**config.mk**
```make
export PLATFORM = sky130hd
export DESIGN_NAME = cart_rom_fetch
export DESIGN_NICKNAME = d
export VERILOG_FILES = /design/src/rtl/cart_rom_fetch.sv
export SDC_FILE = /design/constraint.sdc
export NUM_CORES = 1
export LEC_CHECK = 0
export ABC_CLOCK_PERIOD_IN_PS = 4200
export BUFFER_PORTS_ARGS = -buffer_cell sky130_fd_sc_hd__buf_2
export CORE_MARGIN = 2
export CORE_UTILIZATION = 23
export CTS_CLUSTER_DIAMETER = 200
export DETAILED_ROUTE_END_ITERATION = 8
export HOLD_SLACK_MARGIN = 0.12
export PLACE_DENSITY = 0.41
export SLEW_MARGIN = 20
export SYNTH_ARGS = -nofsm -noshare
export SYNTH_HDL_FRONTEND = slang
export SYNTH_SLANG_ARGS = --single-unit
```
**constraint.sdc**
```tcl
create_clock -name clk_sys -period 4.2 [get_ports clk_sys]
set_input_delay 0.42 -clock clk_sys [delete_from_list [all_inputs] [get_ports clk_sys]]
set_output_delay 0.42 -clock clk_sys [all_outputs]
set_load 0.005 [all_outputs]
```
**src/rtl/cart_rom_fetch.sv**
```systemverilog
// ROM-side responder for the cart mapper: fetches 16-bit SDRAM words over a toggle
// handshake into a tagged buffer. Define CART_ROM_PREFETCH_EN to add a next-word prefetch buffer.
module cart_rom_fetch #(
  parameter int ADDR_W      = 25,
  parameter int MEM_AW      = 24,
  parameter int STALL_LIMIT = 255
) (
  input  logic              clk_sys,
  input  logic              reset_n,
  input  logic [ADDR_W-1:0] rom_address,
  input  logic              rom_rd,
  input  logic              flush,
  output logic [7:0]        rom_din,
  output logic              rom_ready,
  output logic [MEM_AW-1:0] mem_addr,
  output logic              mem_req,
  input  logic              mem_ack,
  input  logic [15:0]       mem_data,
  output logic              stall_err
);

  typedef enum logic [1:0] {S_IDLE, S_WAIT, S_FILL, S_PF_WAIT} state_t;

  localparam logic [7:0] STALL_MAX = 8'(STALL_LIMIT);

  state_t            state;
  logic              buf_valid;
  logic [MEM_AW-1:0] buf_tag;
  logic [15:0]       buf_word;
  logic [MEM_AW-1:0] req_tag;
  logic [15:0]       fill_word;
  logic              req_flushed;
  logic [7:0]        stall_cnt;

  logic [MEM_AW-1:0] addr_tag;
  logic              hs_idle;
  logic              dem_hit;

  assign addr_tag = rom_address[ADDR_W-1:1];
  assign hs_idle  = (mem_req == mem_ack);
  assign dem_hit  = buf_valid && (buf_tag == addr_tag);

`ifdef CART_ROM_PREFETCH_EN
  logic              pf_valid;
  logic [MEM_AW-1:0] pf_tag;
  logic [15:0]       pf_word;
  logic              pf_hit;

  assign pf_hit    = pf_valid && (pf_tag == addr_tag);
  assign rom_ready = dem_hit || pf_hit;
`else
  assign rom_ready = dem_hit;
`endif

  always_comb begin
    // NOTE: default assignment first keeps this always_comb free of inferred latches.
    rom_din = 8'hFF;
    if (dem_hit) begin
      rom_din = rom_address[0] ? buf_word[15:8] : buf_word[7:0];
`ifdef CART_ROM_PREFETCH_EN
    end else if (pf_hit) begin
      rom_din = rom_address[0] ? pf_word[15:8] : pf_word[7:0];
`endif
    end
  end

  always_ff @(posedge clk_sys or negedge reset_n) begin
    if (!reset_n) begin
      state       <= S_IDLE;
      mem_req     <= 1'b0;
      mem_addr    <= '0;
      buf_valid   <= 1'b0;
      buf_tag     <= '0;
      buf_word    <= '0;
      req_tag     <= '0;
      fill_word   <= '0;
      req_flushed <= 1'b0;
      stall_cnt   <= '0;
      stall_err   <= 1'b0;
`ifdef CART_ROM_PREFETCH_EN
      pf_valid    <= 1'b0;
      pf_tag      <= '0;
      pf_word     <= '0;
`endif
    end else begin
      case (state)
        S_IDLE: begin
`ifdef CART_ROM_PREFETCH_EN
          if (rom_rd && !dem_hit && pf_hit) begin
            // Promote the prefetched word and immediately chase the next one.
            buf_valid <= 1'b1;
            buf_tag   <= pf_tag;
            buf_word  <= pf_word;
            pf_valid  <= 1'b0;
            if (hs_idle) begin
              mem_addr    <= pf_tag + 1'b1;
              req_tag     <= pf_tag + 1'b1;
              mem_req     <= ~mem_req;
              req_flushed <= 1'b0;
              state       <= S_PF_WAIT;
            end
          end else
`endif
          if (rom_rd && !dem_hit && hs_idle) begin
            mem_addr    <= addr_tag;
            req_tag     <= addr_tag;
            mem_req     <= ~mem_req;
            req_flushed <= 1'b0;
            state       <= S_WAIT;
`ifdef CART_ROM_PREFETCH_EN
            pf_valid    <= 1'b0;
`endif
          end
        end

        S_WAIT, S_PF_WAIT: begin
          if (flush) req_flushed <= 1'b1;
          if (hs_idle) begin
`ifdef CART_ROM_PREFETCH_EN
            if (state == S_PF_WAIT) begin
              pf_valid  <= !req_flushed;
              pf_tag    <= req_tag;
              pf_word   <= mem_data;
              stall_cnt <= '0;
              state     <= S_IDLE;
            end else begin
              fill_word <= mem_data;
              state     <= S_FILL;
            end
`else
            fill_word <= mem_data;
            state     <= S_FILL;
`endif
          end else begin
            // Saturating wait counter; the request is never abandoned.
            if (stall_cnt != STALL_MAX) stall_cnt <= stall_cnt + 8'd1;
            if (stall_cnt == STALL_MAX - 8'd1) stall_err <= 1'b1;
          end
        end

        S_FILL: begin
          stall_cnt <= '0;
          state     <= S_IDLE;
          if (!req_flushed) begin
            buf_valid <= 1'b1;
            buf_tag   <= req_tag;
            buf_word  <= fill_word;
`ifdef CART_ROM_PREFETCH_EN
            mem_addr    <= req_tag + 1'b1;
            req_tag     <= req_tag + 1'b1;
            mem_req     <= ~mem_req;
            req_flushed <= 1'b0;
            pf_valid    <= 1'b0;
            state       <= S_PF_WAIT;
`endif
          end
        end
      endcase

      // NOTE: placed last so its non-blocking update wins over any fill in the same edge.
      if (flush) begin
        buf_valid <= 1'b0;
`ifdef CART_ROM_PREFETCH_EN
        pf_valid  <= 1'b0;
`endif
      end
    end
  end

endmodule

```
# After elaboration in Yosys (flattened, before gate mapping)
# Cells that the tools add are included.
# totals
ff_bits	94
in_bits	46
out_inout_bits	35
word_cells	58
# classes
addsub	1
eq_ne	13
n_mux	14
bitwise	3
reduce_logical	17
# op_table
op	count
$mux 8	4
$eq 24x24->1	1
$pmux 8 s2	1
$ne 2x2->1 const B	6
$reduce_and 2->1	5
$reduce_and 3->1	3
$add 8x1->8 const B	1
$eq 8x8->1 const B	1
$ne 8x8->1 const B	1
$pmux 2 s3	1
$reduce_bool 2->1	3
$mux 1	5
$eq 2x2->1 const B	2
$mux 2	2
$logic_and 1x1->1	3
$not 1->1	3
$eq 2x1->1 const B	1
$logic_not 2->1	1
$pmux 1 s2	1
$reduce_or 2->1	1
$eq 1x1->1	1
$logic_not 1->1	1

# Logic depth before layout (Yosys ltp)
# Gate-level depths: netlist of run 1.
# logic_depth
depth_word	7
mapped_depth	8
ltp_nobuf	6

# Worst setup path after synthesis of run 1
# No wires, ideal clock.
# synth_path
path_type	input port to flip-flop
from	in rom_address[20]
to	reg req_tag[0]
setup_time_ps	125
arrival_time_ps	1747
t_required_ps	4075
slack_ps	2328
cell_stages	6
path_buffers	1
cell_sequence	xnor2_1 nand4_1 nor4_4 a31oi_4 buf_6 mux2_4
# synth_via
elab_chain_cells	6
# synth_lines
item	line_no	text
from (decl)	10	input logic [ADDR_W-1:0] rom_address,
$eq 24x24->1	41	assign dem_hit = buf_valid && (buf_tag == addr_tag);
$logic_and 1x1->1	41	
$logic_not 1->1	104	if (rom_rd && !dem_hit && hs_idle) begin
$logic_and 1x1->1 (2 in a row)	104	
$reduce_and 2->1 (no source line)	--	
to (signal assigned)	106	req_tag <= addr_tag;
to (decl)	30	logic [MEM_AW-1:0] req_tag;
# No other way between the ends.
# A chain may end at the register's enable or synchronous reset.

# Worst setup path after layout of run 1
# layout_path
from	reg buf_tag[10]
to	out rom_din[5]
# layout_via
elab_chain_cells	3
# layout_lines
item	line_no	text
from (decl)	28	logic [MEM_AW-1:0] buf_tag;
from (signal assigned)	146	buf_tag <= req_tag;
$eq 24x24->1	41	
$logic_and 1x1->1	41	
$mux 8	58	if (dem_hit) begin
to (decl)	13	output logic [7:0] rom_din,
# No other way between the ends.

==> results.sh, run 1 <==
export IMPL_cts_buffer_depth=2
export IMPL_cts_setup_buffers=0
export IMPL_crit_path_max_fanout=9
export IMPL_synth_area_mm2=0.004140
export IMPL_seq_area_frac_synth_pct=56.81
export IMPL_timing_slew_headroom_pct=40.15
export IMPL_outcome="complete, no violations"
export IMPL_min_path_type="in2async"
export IMPL_numCtsBuffers=9
export IMPL_yosys_area_top_type="dfrtp_1"
export IMPL_cap_violations=0
export IMPL_grt_pass1_wl_mm=15.11
export IMPL_h_tree_depth=3
export IMPL_power_density_mw_per_mm2=711.3
export IMPL_leakagePower_nw=2.248
export IMPL_path_class="reg2out"
export IMPL_synth_async_reset_ratio_pct=100.0
export IMPL_crit_path_start_kind="flip-flop"
export IMPL_synth_area_per_cell_um2=14.08
export IMPL_initial_core_util_pct=23.21
export IMPL_wl_per_cell_um=14.53
export IMPL_core_mm2=0.01784
export IMPL_cts_resized_gates=0
export IMPL_seq_area_mm2=0.002352
export IMPL_fin_worst_skew_ns=0.009119
export IMPL_antennaDiodeCount=0
export IMPL_synth_area_top_cells="dfrtp_1 57%, mux2_2 16%, mux2_4 6.2%"
export IMPL_synth_distinct_cells=32
export IMPL_drive_gt1_share_pct=47.24
export IMPL_yosys_area_top_type_share_pct=56.81
export IMPL_required_ns=3.78
export IMPL_grt_pass1_vias=2809
export IMPL_clock_latency_ns=0.34
export IMPL_grt_max_degree=70
export IMPL_dieArea_mm2=0.01909
export IMPL_ant_nets=0
export IMPL_syn_to_final_growth_pct=22.48
export IMPL_num_rows=49
export IMPL_peakVddDrop_mv=0.2296
export IMPL_period_share_pct=63.83
export IMPL_worst_pin_slew_ns=0.8977
export IMPL_synth_edff_count=0
export IMPL_hpwl_mm=6.187
export IMPL_multi_input_area_mm2=0.001713
export IMPL_holdBufCountCts=0
export IMPL_crit_chain="xnor2_1, nand4_1, nor4_1, and3_1, nand2_1, buf_2"
export IMPL_syn_nets=342
export IMPL_max_freq_ghz=0.3730
export IMPL_critical_path_slowest_cell="and3_1"
export IMPL_drc=0
export IMPL_cts_sinks=94
export IMPL_whs_ns=0.2022
export IMPL_fillers=1840
export IMPL_antenna_found_initial=0
export IMPL_drtIter0Drc=103
export IMPL_ys_ff_latch=94
export IMPL_boundaryPins=81
export IMPL_grt_use_total_pct=10.01
export IMPL_critPathArrivalTime_ns=2.26
export IMPL_die_h_um=138.2
export IMPL_rsz0062_at_grt="no"
export IMPL_yosys_warnings=0
export IMPL_drt_total_wl_mm=8.863
export IMPL_syn_inst=294
export IMPL_cp_end_kind="primary output"
export IMPL_ys_flop_type="dfrtp_1"
export IMPL_nNetsFinal=424
export IMPL_cts_tree="yes"
export IMPL_via_per_inst=4.121
export IMPL_overflow=0
export IMPL_vias=2514
export IMPL_port_buffers=80
export IMPL_clk_pin_slew_ns=0.07
export IMPL_dieWidth_um=138.2
export IMPL_critical_path_max_stage_delay_ns=0.49
export IMPL_gp_congestion=0.7012
export IMPL_ctsRootBufferMaster="clkbuf_16"
export IMPL_fin_crit_ns=2.681
export IMPL_firstDrtPassIters=3
export IMPL_finalSetupViolCount=0
export IMPL_hold_viol_final=0
export IMPL_fin_util_pct=28.42
export IMPL_tns_ns=0
export IMPL_drv_slew=0
-- synth_stat cells (2+ instances only) --
cell type,instances
dfrtp_1,94
mux2_2,60
xnor2_1,23
mux2_4,17
nand2_1,17
nor2_1,13
nand4_1,12
xor2_1,10
mux2i_1,8
buf_2,7
nand3_1,4
mux2_1,3
and3_1,2
buf_6,2
clkbuf_1,2
ha_1,2
inv_1,2
o21ai_0,2
-- critical path, delay by kind of cell (launching register included) --
kind,cells,cell delay (ns)
DFF,1,0.39
and+or+nand+nor,4,1.06
buffers and inverters,1,0.15
xor gates and xnor gates,1,0.31
-- cells by family (layout without fill, tap and decap cells) --
kind of cell               Yosys count  in the layout  share of synthesized area [%]
adders and majority gates            2              2                         0.6043
xor gates and xnor gates            33             33                          6.981
and+or+nand+nor                     55             55                          6.830
DFF                                 94             94                          56.81
AOI/OAI and AO/OA                    8              8                          1.692
muxes                               88             88                          25.23
buffers and inverters               14            101                          1.843
-- per-stage QoR --
stage / setup slack [ns] / instances / total power [mW] / instance area [µm²]
final: 1.519 / 610 / 3.607 / 5071
after global routing: 1.319 / 610 / 3.883 / 5071
after CTS: 1.439 / 610 / 3.673 / 5071
after detailed placement: 1.602 / 594 / 2.860 / 4785
after global placement: 1.625 / 594 / 2.826 / 4785
after floorplan: 2.328 / 294 / 2.481 / 4140
-- state kept, by name, summed over array words and instances (netlist names) --
| name | cells |
|---|---|
| buf_tag | 24 |
| req_tag | 24 |
| buf_word | 16 |
| fill_word | 16 |
| stall_cnt | 8 |
| state | 2 |
| buf_valid | 1 |
| mem_req | 1 |
| req_flushed | 1 |
| stall_err | 1 |
-- metal layers --
layer  global-route usage, %  up-vias  routed length, µm
met2                   15.63       46               4172
met5                       0        -                  0
met1                   13.02     1268               4165
met3                   3.256        9                397
met4                   3.652        0                127
li1                        -     1191                  -
-- cell usage in the layout, fill, tap and decap left out --
| cell type | n |
|---|---|
| inv_1 | 2 |
| clkinv_2 | 2 |
| mux2_2 | 60 |
| nor2_1 | 13 |
| o21ai_0 | 2 |
| clkbuf_16 | 9 |
| a31oi_4 | 1 |
| ha_1 | 2 |
| a211oi_1 | 1 |
| buf_4 | 4 |
| buf_2 | 79 |
| xnor2_1 | 23 |
| clkbuf_8 | 2 |
| and3_1 | 2 |
| nand3_1 | 4 |
| dfrtp_1 | 94 |
| mux2_4 | 17 |
| a21o_1 | 1 |
| mux2i_1 | 8 |
| nor4_4 | 1 |
| nor4_1 | 1 |
| nand4bb_1 | 1 |
| and2_2 | 1 |
| nor2b_1 | 1 |
| xor2_1 | 10 |
| nand4_1 | 12 |
| o211a_1 | 1 |
| mux2_1 | 3 |
| nor3_1 | 1 |
| nand2_1 | 17 |
| clkinvlp_4 | 2 |
| a31o_2 | 1 |
| a21oi_1 | 1 |
| or3_1 | 1 |
| clkinv_4 | 1 |
-- cell type report --
cell class,count,share of cell area (%)
clock inverters,5,0.6662
repair buffers,83,8.389
inverters,2,0.1480
flip-flops and latches,94,46.39
clock buffers,11,4.984
well taps,229,5.650
multi-input cells,186,33.78
-- path summary, 6_finish.rpt --
| kind | startpoint | to | slack, ns | cells past startpoint |
|---|---|---|---|---|
| min in group clk_sys | flush | buf_valid$_DFFE_PN0P_ | 0.24 | 2 |
| min | reset_n | buf_tag[1]$_DFFE_PN0P_ | 0.20 | 1 |
| max in group asynchronous | reset_n | req_tag[6]$_DFFE_PN0P_ | 3.10 | 2 |
| max reg2reg | state[0]$_DFFE_PN0P_ | buf_tag[17]$_DFFE_PN0P_ | 1.71 | 4 |
| max | buf_tag[10]$_DFFE_PN0P_ | rom_din[5] | 1.52 | 6 |
| min reg2reg | buf_word[2]$_DFFE_PN0P_ | buf_word[2]$_DFFE_PN0P_ | 0.49 | 1 |
-- power by group --
group,total [mW],leakage [nW],internal (mW),switching (mW)
combinational,1.19,0.966,0.721,0.471
sequential,1.62,1.14,1.34,0.285
clock,0.791,0.138,0.433,0.358
Note: power is estimated with default switching activity, not from simulation.
==> inputs of run 2 (changes only) <==
--- a/config.mk
+++ b/config.mk
@@ -5,14 +5,14 @@
 export SDC_FILE = /design/constraint.sdc
 export NUM_CORES = 1
 export LEC_CHECK = 0
-export ABC_CLOCK_PERIOD_IN_PS = 4200
+export ABC_CLOCK_PERIOD_IN_PS = 2400
 export BUFFER_PORTS_ARGS = -buffer_cell sky130_fd_sc_hd__buf_2
 export CORE_MARGIN = 2
 export CORE_UTILIZATION = 23
 export CTS_CLUSTER_DIAMETER = 200
 export DETAILED_ROUTE_END_ITERATION = 8
 export HOLD_SLACK_MARGIN = 0.12
-export PLACE_DENSITY = 0.41
+export PLACE_DENSITY = 0.42
 export SLEW_MARGIN = 20
 export SYNTH_ARGS = -nofsm -noshare
 export SYNTH_HDL_FRONTEND = slang
==> constraint.sdc (replaced) <==
create_clock -name clk_sys -period 2.4 [get_ports clk_sys]
set_input_delay 0.24 -clock clk_sys [delete_from_list [all_inputs] [get_ports clk_sys]]
set_output_delay 0.24 -clock clk_sys [all_outputs]
set_load 0.005 [all_outputs]
==> results.sh, run 2 (synthesized netlist as in run 1, its figures left out) <==
export IMPL_outcome="complete, no violations"
export IMPL_fin_worst_skew_ns=0.01082
export IMPL_grt_max_degree=45
export IMPL_ant_nets=0
export IMPL_final_common_cell="dfrtp_1"
export IMPL_h_tree_depth=3
export IMPL_crit_path_max_fanout=9
export IMPL_period_share_pct=94.37
export IMPL_initial_core_util_pct=23.21
export IMPL_syn_to_final_growth_pct=27.83
export IMPL_boundaryPins=81
export IMPL_nNetsFinal=440
export IMPL_path_class="reg2out"
export IMPL_clockPowerShare_pct=20.6
export IMPL_clk_pin_slew_ns=0.07
export IMPL_worst_pin_slew_ns=0.4188
export IMPL_hold_path_startpoint="mem_data[12]"
export IMPL_drive_gt1_share_pct=48.48
export IMPL_grt_pass1_wl_mm=15.15
export IMPL_drc=0
export IMPL_drt_total_wl_mm=9.197
export IMPL_holdPathStages=2
export IMPL_power_density_mw_per_mm2=1207
export IMPL_grt_pass1_vias=2805
export IMPL_finalSetupViolCount=0
export IMPL_seq_power_share_pct=44.8
export IMPL_leakagePower_nw=2.353
export IMPL_power_switching_mw=1.978
export IMPL_rrSetupSlack_ns=0.44
export IMPL_port_buffers=80
export IMPL_rr_startpoint="buf_tag[23]$_DFFE_PN0P_"
export IMPL_p_comb_share_pct=34.6
export IMPL_min_path_type="in2reg"
export IMPL_fillers=1818
export IMPL_fin_util_pct=29.67
export IMPL_drtIter0Drc=69
export IMPL_num_rows=49
export IMPL_fin_cells=625
export IMPL_critPathArrivalTime_ns=2.02
export IMPL_gp_congestion=0.7065
export IMPL_wl_per_cell_um=14.72
export IMPL_cp_end_kind="primary output"
export IMPL_reg_top3="buf_tag (24), req_tag (24)"
export IMPL_final_cell_mix="94 x dfrtp_1, 79 x buf_2, 60 x mux2_2"
export IMPL_grt_use_total_pct=10.17
export IMPL_reg2reg_to="req_tag[4]$_DFFE_PN0P_"
export IMPL_cts_setup_buffers=0
export IMPL_multi_input_area_mm2=0.001772
export IMPL_rsz0062_at_grt="no"
export IMPL_drv_slew=0
export IMPL_fin_ws_ns=0.1352
export IMPL_required_ns=2.16
export IMPL_numCtsBuffers=9
export IMPL_whs_ns=0.1337
export IMPL_die_h_um=138.2
export IMPL_firstDrtPassIters=4
export IMPL_clock_latency_ns=0.34
export IMPL_dieWidth_um=138.2
export IMPL_antenna_found_initial=1
export IMPL_tns_ns=0
export IMPL_p_int_mw=4.410
export IMPL_cts_buffer_depth=2
export IMPL_hpwl_mm=6.615
export IMPL_cts_tree="yes"
export IMPL_critical_path_startpoint="buf_tag[5]$_DFFE_PN0P_"
export IMPL_via_per_inst=4.134
export IMPL_ctsRootBufferMaster="clkbuf_16"
export IMPL_hold_viol_final=0
export IMPL_dp_slack_ns=0.3278
export IMPL_p_sw_share_pct=30.96
export IMPL_r2r_cells=6
export IMPL_peakVddDrop_mv=0.4253
export IMPL_max_freq_ghz=0.4415
export IMPL_cts_sinks=94
export IMPL_hold_end="fill_word[12]$_DFFE_PN0P_"
export IMPL_dieArea_mm2=0.01909
export IMPL_timing_slew_headroom_pct=72.08
export IMPL_seq_area_mm2=0.002352
export IMPL_core_mm2=0.01784
export IMPL_overflow=0
export IMPL_cap_violations=0
export IMPL_antennaDiodeCount=0
export IMPL_dp_cells=600
export IMPL_fin_crit_ns=2.265
export IMPL_vias=2584
export IMPL_crit_path_start_kind="flip-flop"
## run 2: cell count changes in the layout (fill, tap and decap cells not counted), sizes merged
cell / before / now
clkinv: 3 / 2
dlygate4sd3: 0 / 10
inv: 2 / 3
clkinvlp: 2 / 1
buf: 83 / 89
## run 2: worst max-delay path by stage
| stage | endpoint | slack, ns | cells past startpoint |
|---|---|---|---|
| detailed placement | req_tag[20]$_DFFE_PN0P_ | 0.33 | 6 |
| CTS | rom_din[0] | 0.005 | 7 |
| floorplan | req_tag[0]$_DFFE_PN0P_ | 0.59 | 6 |
| global route | rom_din[0] | 0.01 | 7 |
| finish | rom_din[0] | 0.14 | 7 |
| global placement | req_tag[4]$_DFFE_PN0P_ | 0.36 | 6 |
## run 2: what timing repair did
action	CTS	global route
pin swaps	0	1
endpoints found under the hold margin	37	0
gates resized for setup	4	5
hold buffers	10	0
setup endpoints to repair	8	8
## run 2: final cells by class
cell class                 count  area share [%]
clock buffer                  11           4.397
inverter                       2          0.1418
sequential                    94           44.44
timing repair buffer          99           11.49
tap                          229           5.414
multi-input combinational    186           33.48
clock inverter                 4          0.6383
## run 2: per-stage QoR
step | cell area, µm² | power [mW]
5_1_grt | 5293 | 6.866
3_3_place_gp | 4867 | 5.021
2_1_floorplan | 4140 | 4.342
6_report | 5293 | 6.388
4_1_cts | 5263 | 6.506
3_5_place_dp | 4867 | 5.100
## run 2: power by group through the flow
stage | Combinational [mW] | Sequential (mW) | Clock (mW)
after detailed placement | 2.22 | 2.88 | 0
after CTS | 2.26 | 2.86 | 1.38
final | 2.21 | 2.86 | 1.32
after global routing | 2.45 | 2.97 | 1.45
after global placement | 2.16 | 2.86 | 0
after floorplan | 1.59 | 2.76 | 0
## run 2: critical path: stages, from the launching register on
cell and delay, ns:
dfrtp_1 0.39, xnor2_1 0.23, nand4_1 0.15, nor4_2 0.29
and3_1 0.21, buf_4 0.19, nand2_1 0.09, buf_2 0.13
## run 2: layer usage
| metal | global-route usage (%) | part of all wire [%] | up-vias |
|---|---|---|---|
| li1 | - | - | 1219 |
| met1 | 12.93 | 46 | 1300 |
| met2 | 15.89 | 47 | 50 |
| met3 | 3.672 | 5.6 | 13 |
| met4 | 3.867 | 1.5 | 2 |
| met5 | 0 | 0.13 | - |
==> inputs of run 3 (changes only) <==
--- a/config.mk
+++ b/config.mk
@@ -5,7 +5,7 @@
 export SDC_FILE = /design/constraint.sdc
 export NUM_CORES = 1
 export LEC_CHECK = 0
-export ABC_CLOCK_PERIOD_IN_PS = 2400
+export ABC_CLOCK_PERIOD_IN_PS = 1980
 export BUFFER_PORTS_ARGS = -buffer_cell sky130_fd_sc_hd__buf_2
 export CORE_MARGIN = 2
 export CORE_UTILIZATION = 23
==> constraint.sdc (replaced) <==
create_clock -name clk_sys -period 1.98 [get_ports clk_sys]
set_input_delay 0.198 -clock clk_sys [delete_from_list [all_inputs] [get_ports clk_sys]]
set_output_delay 0.198 -clock clk_sys [all_outputs]
set_load 0.005 [all_outputs]
==> results.sh, run 3 (synthesized netlist as in run 1, its figures left out) <==
export IMPL_dp_slack_ns=0.03919
export IMPL_max_freq_ghz=0.4612
export IMPL_drc=0
export IMPL_clk_pin_slew_ns=0.07
export IMPL_initial_core_util_pct=23.21
export IMPL_cts_buffer_depth=2
export IMPL_grt_use_total_pct=10.28
export IMPL_outcome="finished, violations left"
export IMPL_antennaDiodeCount=0
export IMPL_power_mw=8.052
export IMPL_holdPathStages=2
export IMPL_r2r_cells=6
export IMPL_path_class="reg2out"
export IMPL_num_rows=49
export IMPL_fin_cells=659
export IMPL_drt_total_wl_mm=9.338
export IMPL_crit_chain="xnor2_2, nand4_1, nor4_2, and3_4, buf_12, nand2_1, buf_2"
export IMPL_required_ns=1.78
export IMPL_final_cell_mix="94 x dfrtp_1, 79 x buf_2, 60 x mux2_2"
export IMPL_cts_tree="yes"
export IMPL_clock_latency_ns=0.35
export IMPL_nNetsFinal=473
export IMPL_leakagePower_nw=2.522
export IMPL_critical_path_slowest_cell="dfrtp_1"
export IMPL_dpl_cell_area_mm2=0.004927
export IMPL_critPathArrivalTime_ns=1.97
export IMPL_rrSetupSlack_ns=0.07
export IMPL_min_path_type="in2reg"
export IMPL_finalSetupViolCount=9
export IMPL_overflow=0
export IMPL_hpwl_mm=6.441
export IMPL_critical_path_max_stage_delay_ns=0.41
export IMPL_wl_per_cell_um=14.17
export IMPL_ctsRootBufferMaster="clkbuf_16"
export IMPL_fin_ws_ns=-0.1880
export IMPL_final_common_cell="dfrtp_1"
export IMPL_hold_path_startpoint="rom_address[22]"
export IMPL_grt_max_degree=46
export IMPL_numCtsBuffers=9
export IMPL_hold_end="req_tag[21]$_DFFE_PN0P_"
export IMPL_drive_gt1_share_pct=46.28
export IMPL_syn_to_final_growth_pct=37.38
export IMPL_fin_crit_ns=2.168
export IMPL_peakVddDrop_mv=0.4366
export IMPL_grt_pass1_wl_mm=15.47
export IMPL_timing_slew_headroom_pct=64.45
export IMPL_drtIter0Drc=94
export IMPL_hold_viol_final=0
export IMPL_cp_buffers_inverters=2
export IMPL_gp_congestion=0.6922
export IMPL_rr_startpoint="buf_tag[23]$_DFFE_PN0P_"
export IMPL_via_per_inst=4.115
export IMPL_h_tree_depth=3
export IMPL_port_buffers=80
export IMPL_rsz0062_at_grt="yes"
export IMPL_crit_path_max_fanout=9
export IMPL_grt_pass1_vias=2929
export IMPL_cap_violations=0
export IMPL_firstDrtPassIters=4
export IMPL_worst_pin_slew_ns=0.5332
export IMPL_dieWidth_um=138.2
export IMPL_violations="setup timing"
export IMPL_fillers=1806
export IMPL_power_density_mw_per_mm2=1416
export IMPL_drv_slew=0
export IMPL_boundaryPins=81
export IMPL_crit_path_start_kind="flip-flop"
export IMPL_reg_top3="buf_tag (24), req_tag (24)"
export IMPL_antenna_found_initial=0
export IMPL_reg2reg_to="req_tag[2]$_DFFE_PN0P_"
export IMPL_fin_worst_skew_ns=0.008579
export IMPL_dp_cells=603
export IMPL_period_share_pct=109.5
export IMPL_vias=2712
export IMPL_ant_nets=0
export IMPL_cts_sinks=94
export IMPL_dieArea_mm2=0.01909
export IMPL_die_h_um=138.2
export IMPL_core_mm2=0.01784
export IMPL_cp_end_kind="primary output"
export IMPL_cp_top_family="simple AND/OR/NAND/NOR gates"
export IMPL_final_area_mm2=0.005688
## run 3: cell types whose count changed in the layout (fill, tap and decap cells not counted), moves of 2 or more
cell	delta
clkinv_2	+2
clkinv_4	-2
nand2_2	+2
clkbuf_1	-2
dlygate4sd3_1	+29
buf_12	+3
nand2_1	-2
clkbuf_8	+2
## run 3: metal layers
layer / GRT usage [%] / vias to the layer above / part of all wire, %
met4: 3.867 / 0 / 1.6
met5: 0 / - / 0
li1: - / 1291 / -
met2: 16.13 / 52 / 46
met3: 3.221 / 12 / 4.2
met1: 13.36 / 1357 / 48
## run 3: repair_timing
item,CTS,global route
endpoints found under the setup margin,9,33
setup buffers,1,0
hold buffers,38,1
hold endpoints to repair,74,1
resized for setup,5,4
pin swaps,3,0
## run 3: area by class of cell
| cell class | count | area, µm² | share of cell area, % |
|---|---|---|---|
| multi-input cells | 186 | 1767 | 31.06 |
| clock inverters | 5 | 56.30 | 0.9899 |
| repair buffers | 132 | 965.9 | 16.98 |
| clock buffers | 11 | 252.7 | 4.443 |
| flip-flops and latches | 94 | 2352 | 41.36 |
| inverters | 2 | 7.507 | 0.1320 |
| well taps | 229 | 286.5 | 5.037 |
## run 3: how the worst max path moves through the flow
stage                                       start                 endpoint  slack, ns  cells past startpoint
final                     buf_tag[21]$_DFFE_PN0P_               rom_din[4]      -0.19                      7
after global routing      buf_tag[21]$_DFFE_PN0P_               rom_din[3]      -0.32                      7
after CTS                 buf_tag[21]$_DFFE_PN0P_               rom_din[0]      -0.23                      7
after detailed placement  buf_tag[10]$_DFFE_PN0P_  req_tag[19]$_DFFE_PN0P_       0.04                      6
after global placement    buf_tag[21]$_DFFE_PN0P_               rom_din[0]       0.03                      7
after floorplan           buf_tag[19]$_DFFE_PN0P_   req_tag[0]$_DFFE_PN0P_       0.17                      6
## run 3: power by group
group | internal [mW] | switching [mW] | total [mW]
Combinational | 1.76 | 1.06 | 2.82
Clock | 1.05 | 0.744 | 1.79
Sequential | 2.84 | 0.604 | 3.44
## run 3: through the flow
stage,util (%),hold WS (ns),setup TNS (ns)
2_1_floorplan,-,-0.09759,0
3_3_place_gp,27.62,0.2134,0
3_5_place_dp,27.62,0.2112,0
4_1_cts,31.71,0.1232,-1.872
5_1_grt,31.88,0.1284,-3.394
6_report,31.88,0.1349,-1.507
